==> src/rtl/mips_multicycle_controller.sv <==
// Multi-cycle MIPS control unit: registered main FSM sequencing fetch/decode/execute,
// plus a combinational ALU decoder driven by the FSM's aluop and the instruction funct.
module mips_multicycle_controller #(
    parameter bit TRAP_ON_ILLEGAL = 1'b1
) (
    input  logic       clk,
    input  logic       reset,
    input  logic [5:0] op,
    input  logic [5:0] funct,
    input  logic       zero,
    output logic       pcen,
    output logic       memwrite,
    output logic       irwrite,
    output logic       regwrite,
    output logic       iord,
    output logic       memtoreg,
    output logic       regdst,
    output logic       alusrca,
    output logic [1:0] alusrcb,
    output logic [1:0] pcsrc,
    output logic [2:0] alucontrol,
    output logic       illegal,
    output logic [3:0] state_dbg
);

    typedef enum logic [3:0] {
        S_FETCH   = 4'd0,
        S_DECODE  = 4'd1,
        S_MEMADR  = 4'd2,
        S_MEMRD   = 4'd3,
        S_MEMWB   = 4'd4,
        S_MEMWR   = 4'd5,
        S_EXECUTE = 4'd6,
        S_ALUWB   = 4'd7,
        S_BRANCH  = 4'd8,
        S_ADDIEX  = 4'd9,
        S_ADDIWB  = 4'd10,
        S_JUMP    = 4'd11,
        S_HALT    = 4'd12
    } state_t;

    localparam logic [5:0] OP_RTYPE = 6'h00;
    localparam logic [5:0] OP_J     = 6'h02;
    localparam logic [5:0] OP_BEQ   = 6'h04;
    localparam logic [5:0] OP_ADDI  = 6'h08;
    localparam logic [5:0] OP_LW    = 6'h23;
    localparam logic [5:0] OP_SW    = 6'h2B;

    localparam logic [5:0] FN_ADD = 6'h20;
    localparam logic [5:0] FN_SUB = 6'h22;
    localparam logic [5:0] FN_AND = 6'h24;
    localparam logic [5:0] FN_OR  = 6'h25;
    localparam logic [5:0] FN_SLT = 6'h2A;

    state_t     state_q, state_d;
    logic       pcwrite;
    logic       branch;
    logic [1:0] aluop;
    logic       memwrite_raw;
    logic       irwrite_raw;
    logic       regwrite_raw;
    logic       illegal_raw;
    logic       funct_ok;
    logic       instr_illegal;

    always_ff @(posedge clk) begin
        if (reset) begin
            state_q <= S_FETCH;
        end else begin
            state_q <= state_d;
        end
    end

    always_comb begin
        funct_ok = 1'b0;
        case (funct)
            FN_ADD, FN_SUB, FN_AND, FN_OR, FN_SLT: funct_ok = 1'b1;
            default:                               funct_ok = 1'b0;
        endcase
    end

    always_comb begin
        instr_illegal = 1'b0;
        case (op)
            OP_LW, OP_SW, OP_BEQ, OP_ADDI, OP_J: instr_illegal = 1'b0;
            OP_RTYPE:                            instr_illegal = ~funct_ok;
            default:                             instr_illegal = 1'b1;
        endcase
    end

    // Main FSM: every datapath control is a Moore function of state_q.
    always_comb begin
        state_d      = S_FETCH;
        pcwrite      = 1'b0;
        branch       = 1'b0;
        aluop        = 2'b00;
        memwrite_raw = 1'b0;
        irwrite_raw  = 1'b0;
        regwrite_raw = 1'b0;
        illegal_raw  = 1'b0;
        iord         = 1'b0;
        memtoreg     = 1'b0;
        regdst       = 1'b0;
        alusrca      = 1'b0;
        alusrcb      = 2'b00;
        pcsrc        = 2'b00;

        case (state_q)
            S_FETCH: begin
                alusrcb     = 2'b01;
                irwrite_raw = 1'b1;
                pcwrite     = 1'b1;
                state_d     = S_DECODE;
            end
            S_DECODE: begin
                // The ALU precomputes the branch target while the op is dispatched.
                alusrcb = 2'b11;
                if (instr_illegal) begin
                    illegal_raw = 1'b1;
                    state_d     = TRAP_ON_ILLEGAL ? S_HALT : S_FETCH;
                end else begin
                    case (op)
                        OP_LW, OP_SW: state_d = S_MEMADR;
                        OP_RTYPE:     state_d = S_EXECUTE;
                        OP_BEQ:       state_d = S_BRANCH;
                        OP_ADDI:      state_d = S_ADDIEX;
                        OP_J:         state_d = S_JUMP;
                        default:      state_d = S_FETCH;
                    endcase
                end
            end
            S_MEMADR: begin
                alusrca = 1'b1;
                alusrcb = 2'b10;
                state_d = (op == OP_SW) ? S_MEMWR : S_MEMRD;
            end
            S_MEMRD: begin
                iord    = 1'b1;
                state_d = S_MEMWB;
            end
            S_MEMWB: begin
                memtoreg     = 1'b1;
                regwrite_raw = 1'b1;
                state_d      = S_FETCH;
            end
            S_MEMWR: begin
                iord         = 1'b1;
                memwrite_raw = 1'b1;
                state_d      = S_FETCH;
            end
            S_EXECUTE: begin
                alusrca = 1'b1;
                aluop   = 2'b10;
                state_d = S_ALUWB;
            end
            S_ALUWB: begin
                regdst       = 1'b1;
                regwrite_raw = 1'b1;
                state_d      = S_FETCH;
            end
            S_BRANCH: begin
                alusrca = 1'b1;
                aluop   = 2'b01;
                pcsrc   = 2'b01;
                branch  = 1'b1;
                state_d = S_FETCH;
            end
            S_ADDIEX: begin
                alusrca = 1'b1;
                alusrcb = 2'b10;
                state_d = S_ADDIWB;
            end
            S_ADDIWB: begin
                regwrite_raw = 1'b1;
                state_d      = S_FETCH;
            end
            S_JUMP: begin
                pcsrc   = 2'b10;
                pcwrite = 1'b1;
                state_d = S_FETCH;
            end
            S_HALT: begin
                state_d = S_HALT;
            end
            default: begin
                state_d = S_FETCH;
            end
        endcase
    end

    always_comb begin
        alucontrol = 3'b010;
        case (aluop)
            2'b00: alucontrol = 3'b010;
            2'b01: alucontrol = 3'b110;
            2'b10: begin
                case (funct)
                    FN_ADD:  alucontrol = 3'b010;
                    FN_SUB:  alucontrol = 3'b110;
                    FN_AND:  alucontrol = 3'b000;
                    FN_OR:   alucontrol = 3'b001;
                    FN_SLT:  alucontrol = 3'b111;
                    default: alucontrol = 3'b010;
                endcase
            end
            default: alucontrol = 3'b010;
        endcase
    end

    // Write enables are squashed during reset so an aborted instruction never commits.
    assign pcen      = ~reset & (pcwrite | (branch & zero));
    assign memwrite  = ~reset & memwrite_raw;
    assign irwrite   = ~reset & irwrite_raw;
    assign regwrite  = ~reset & regwrite_raw;
    assign illegal   = ~reset & illegal_raw;
    assign state_dbg = state_q;

endmodule

==> config.mk <==
export PLATFORM = sky130hd
export DESIGN_NAME = mips_multicycle_controller
export DESIGN_NICKNAME = d
export VERILOG_FILES = /design/src/rtl/mips_multicycle_controller.sv
export SDC_FILE = /design/constraint.sdc
export NUM_CORES = 1
export LEC_CHECK = 0
export ABC_AREA = 1
export BUFFER_PORTS_ARGS = -buffer_cell sky130_fd_sc_hd__buf_2
export CAP_MARGIN = 30
export CORE_MARGIN = 3
export CORE_UTILIZATION = 45
export CTS_CLUSTER_SIZE = 16
export DETAILED_ROUTE_END_ITERATION = 12
export PLACE_DENSITY = 0.88
export SLEW_MARGIN = 10
export SYNTH_ARGS = -nofsm -noshare
export SYNTH_HDL_FRONTEND = slang
export SYNTH_SLANG_ARGS = --single-unit
==> constraint.sdc <==
create_clock -name clk -period 5 [get_ports clk]
set_clock_uncertainty 0.1 [all_clocks]
set_input_delay 0.75 -clock clk [delete_from_list [all_inputs] [get_ports clk]]
set_output_delay 0.75 -clock clk [all_outputs]
set_load 0.01 [all_outputs]
==> reports/metrics.yaml <==
outcome:
  status: "completed"
yosys:
  synth-async-reset-ratio_pct: 0
  synth.area.top_cells: "inv_1 13%, dfxtp_1 13%, nand2_1 12%"
  syn_area_um2: 640.6
  synth_seq_cells: 4
  syn_avg_cell_area_um2: 5.429
  synth_top_area_share_pct: 12.89
  synth_cell_type_count: 22
  synth_warnings: 0
  ys_seq_area_share_pct: 12.50
  syn-num-nets: 135
  yosys.area.top_type: "inv_1"
  yosys_most_used_dff: "dfxtp_1"
  synthCells: 118
  synth-edff-count: 0
cts:
  htreeDepth: 1
  cts_resized: 0
  cts_sinks: 4
  cts_tree: "yes"
  cts_setup_buffers: 0
  cts_buffers: 3
  clockBufferDepth: 2
  postCtsHoldBufs: 0
  clkTransAtPathRegs_ps: 30
  clk_latency_ps: 250
  cts_root_buffer: "clkbuf_4"
floorplanning:
  num_rows: 12
  fp.dieArea_um2: 1912
  dieHeight_um: 43.73
  io_pins: 35
  fp.dieW_um: 43.73
  start_util_pct: 52.67
  core-area_um2: 1216
worst_setup_path:
  crit_end: "alucontrol[1]"
  critPathRequiredTime_ps: 4150
  startpoint_type: "flip-flop"
  reg2reg_setup_slack_ps: 3700
  cp.arrival_ps: 1840
  cpMostUsedCell: "inv_1"
  path_cells: "inv_1 -> nor2_2 -> inv_2 -> nor2_4 -> inv_1 -> ha_1 -> a21oi_1 -> nand2_1 -> buf_2"
  cp_num_buf_inv: 4
  path_class: "reg -> out"
  slowest_delay_ps: 450
  r2r_start: "state_dbg[3]"
  worstRegToRegCells: 7
  cp_max_fo: 5
  worstSetupStartpoint: "state_dbg[3]"
  end_kind: "output pin"
  cp.depth: 9
  r2r-end: "state_dbg[0]"
  crit_family: "flip-flops"
  cpMaxStageDelayCell: "dfxtp_1"
final_layout:
  diodes: 0
  mostFrequentLayoutCells: "34 x buf_2, 22 x inv_1, 20 x nand2_1"
  mostFrequentLayoutCell: "buf_2"
  largest_register_ffs: 4
  syn_to_final_growth_pct: 32.23
  layout-drive-gt1-share_pct: 36.36
  fin_nets: 173
power:
  ir_worst_vdd_mv: 0.2949
  p_per_area_nw_per_um2: 377.6
  cellLeakagePower_nw: 0.5241
routing:
  antenna_left: 0
  drt_pass1_iterations: 4
  drtIter0Drc: 13
  wl_per_cell_um: 10.61
  wirelength_mm: 1.783
  num_vias: 876
  via_per_inst: 5.214
  drc: 0
sta:
  drv_slew: 0
  tns_ps: 0
  min_period_over_period_pct: 53.74
  fmax_mhz: 372.2
  grt_setup_unrepaired: "no"
  worst_hold_slack_ps: 671.8
  final-hold-violation-count: 0
  max_slew_margin_pct: 81.35
  worstMarginPinSlew_ps: 277.7
  min_period_ps: 2687
  setup_violations: 0
grt:
  grt_usage_pct: 20.94
  grt_max_degree: 9
  grt-ovfl-total: 0
  grt_pass1_wl_mm: 3.194
  grt_pass1_vias: 809
  antenna_found_initial: 0
worst_hold_path:
  hp-class: "reg -> reg"
place:
  port_buffers: 34
  hpwlAfterDp_mm: 1.508
  globalplace.congestion: 0.8493
flow_run:
  max_cap_violations: 0
-- Yosys cell counts (2+ instances only) --
library cell,n
inv_2,5
nand4_1,5
nor2_1,18
inv_1,22
a21oi_1,8
nand3_1,9
o21ai_0,3
ha_1,2
nand3_2,2
nor2_4,3
dfxtp_1,4
nand2_1,20
nor3_1,2
nor2_2,7
-- power by group --
part | total, mW | internal (mW) | switching [mW]
clock network | 0.0435 | 0.0271 | 0.0165
logic | 0.215 | 0.0775 | 0.138
registers | 0.0611 | 0.0426 | 0.0186
-- metal layers --
metal  track usage [%]  routed length [um]
met1             25.00                 740
met2             38.37                 893
met3             5.394                 149
met4             1.807                   0
met5                 0                   0
-- worst min path at each step --
stage	start	endpoint	slack (ps)	cells after the start
floorplan	state_dbg[2]	state_dbg[2]	640	4
global placement	state_dbg[2]	state_dbg[2]	640	4
detailed placement	state_dbg[2]	state_dbg[2]	650	4
CTS	state_dbg[2]	state_dbg[2]	660	4
global route	reset	state_dbg[3]	690	2
finish	state_dbg[2]	state_dbg[2]	670	4
-- layout make-up --
| type | count | area [um^2] |
|---|---|---|
| fillers | 119 | 369.1 |
| inverters | 27 | 101.3 |
| clock buffers | 3 | 22.52 |
| multi-input cells | 86 | 455.4 |
| repair buffers | 34 | 170.2 |
| well taps | 14 | 17.52 |
| flip-flops and latches | 4 | 80.08 |
-- worst min-delay path, stage by stage, from the launching register on --
cell and delay (ps):
dfxtp_1 360, nand3_1 110, inv_1 50, nor2_1 100, a31oi_1 90
-- metrics by stage --
step	power, mW	cell area (um^2)	utilization (%)	worst slack (ps)	instances
final	0.3198	847.1	69.65	2313	168
after global routing	0.3492	847.1	69.65	2112	168
after CTS	0.3203	847.1	69.65	2310	168
after detailed placement	0.2747	824.5	67.80	2437	165
after global placement	0.2707	824.5	67.80	2500	165
after floorplan	0.2032	640.6	-	2631	118
-- kinds of logic (layout without fill, tap and decap cells) --
group,Yosys count,in the layout,synth area share [%]
compound gates,14,14,12.11
fa+ha+maj,2,2,3.906
buf+inv,28,64,16.41
flops,4,4,12.50
simple gates,70,70,55.08
(Power assumes the default switching activity.)
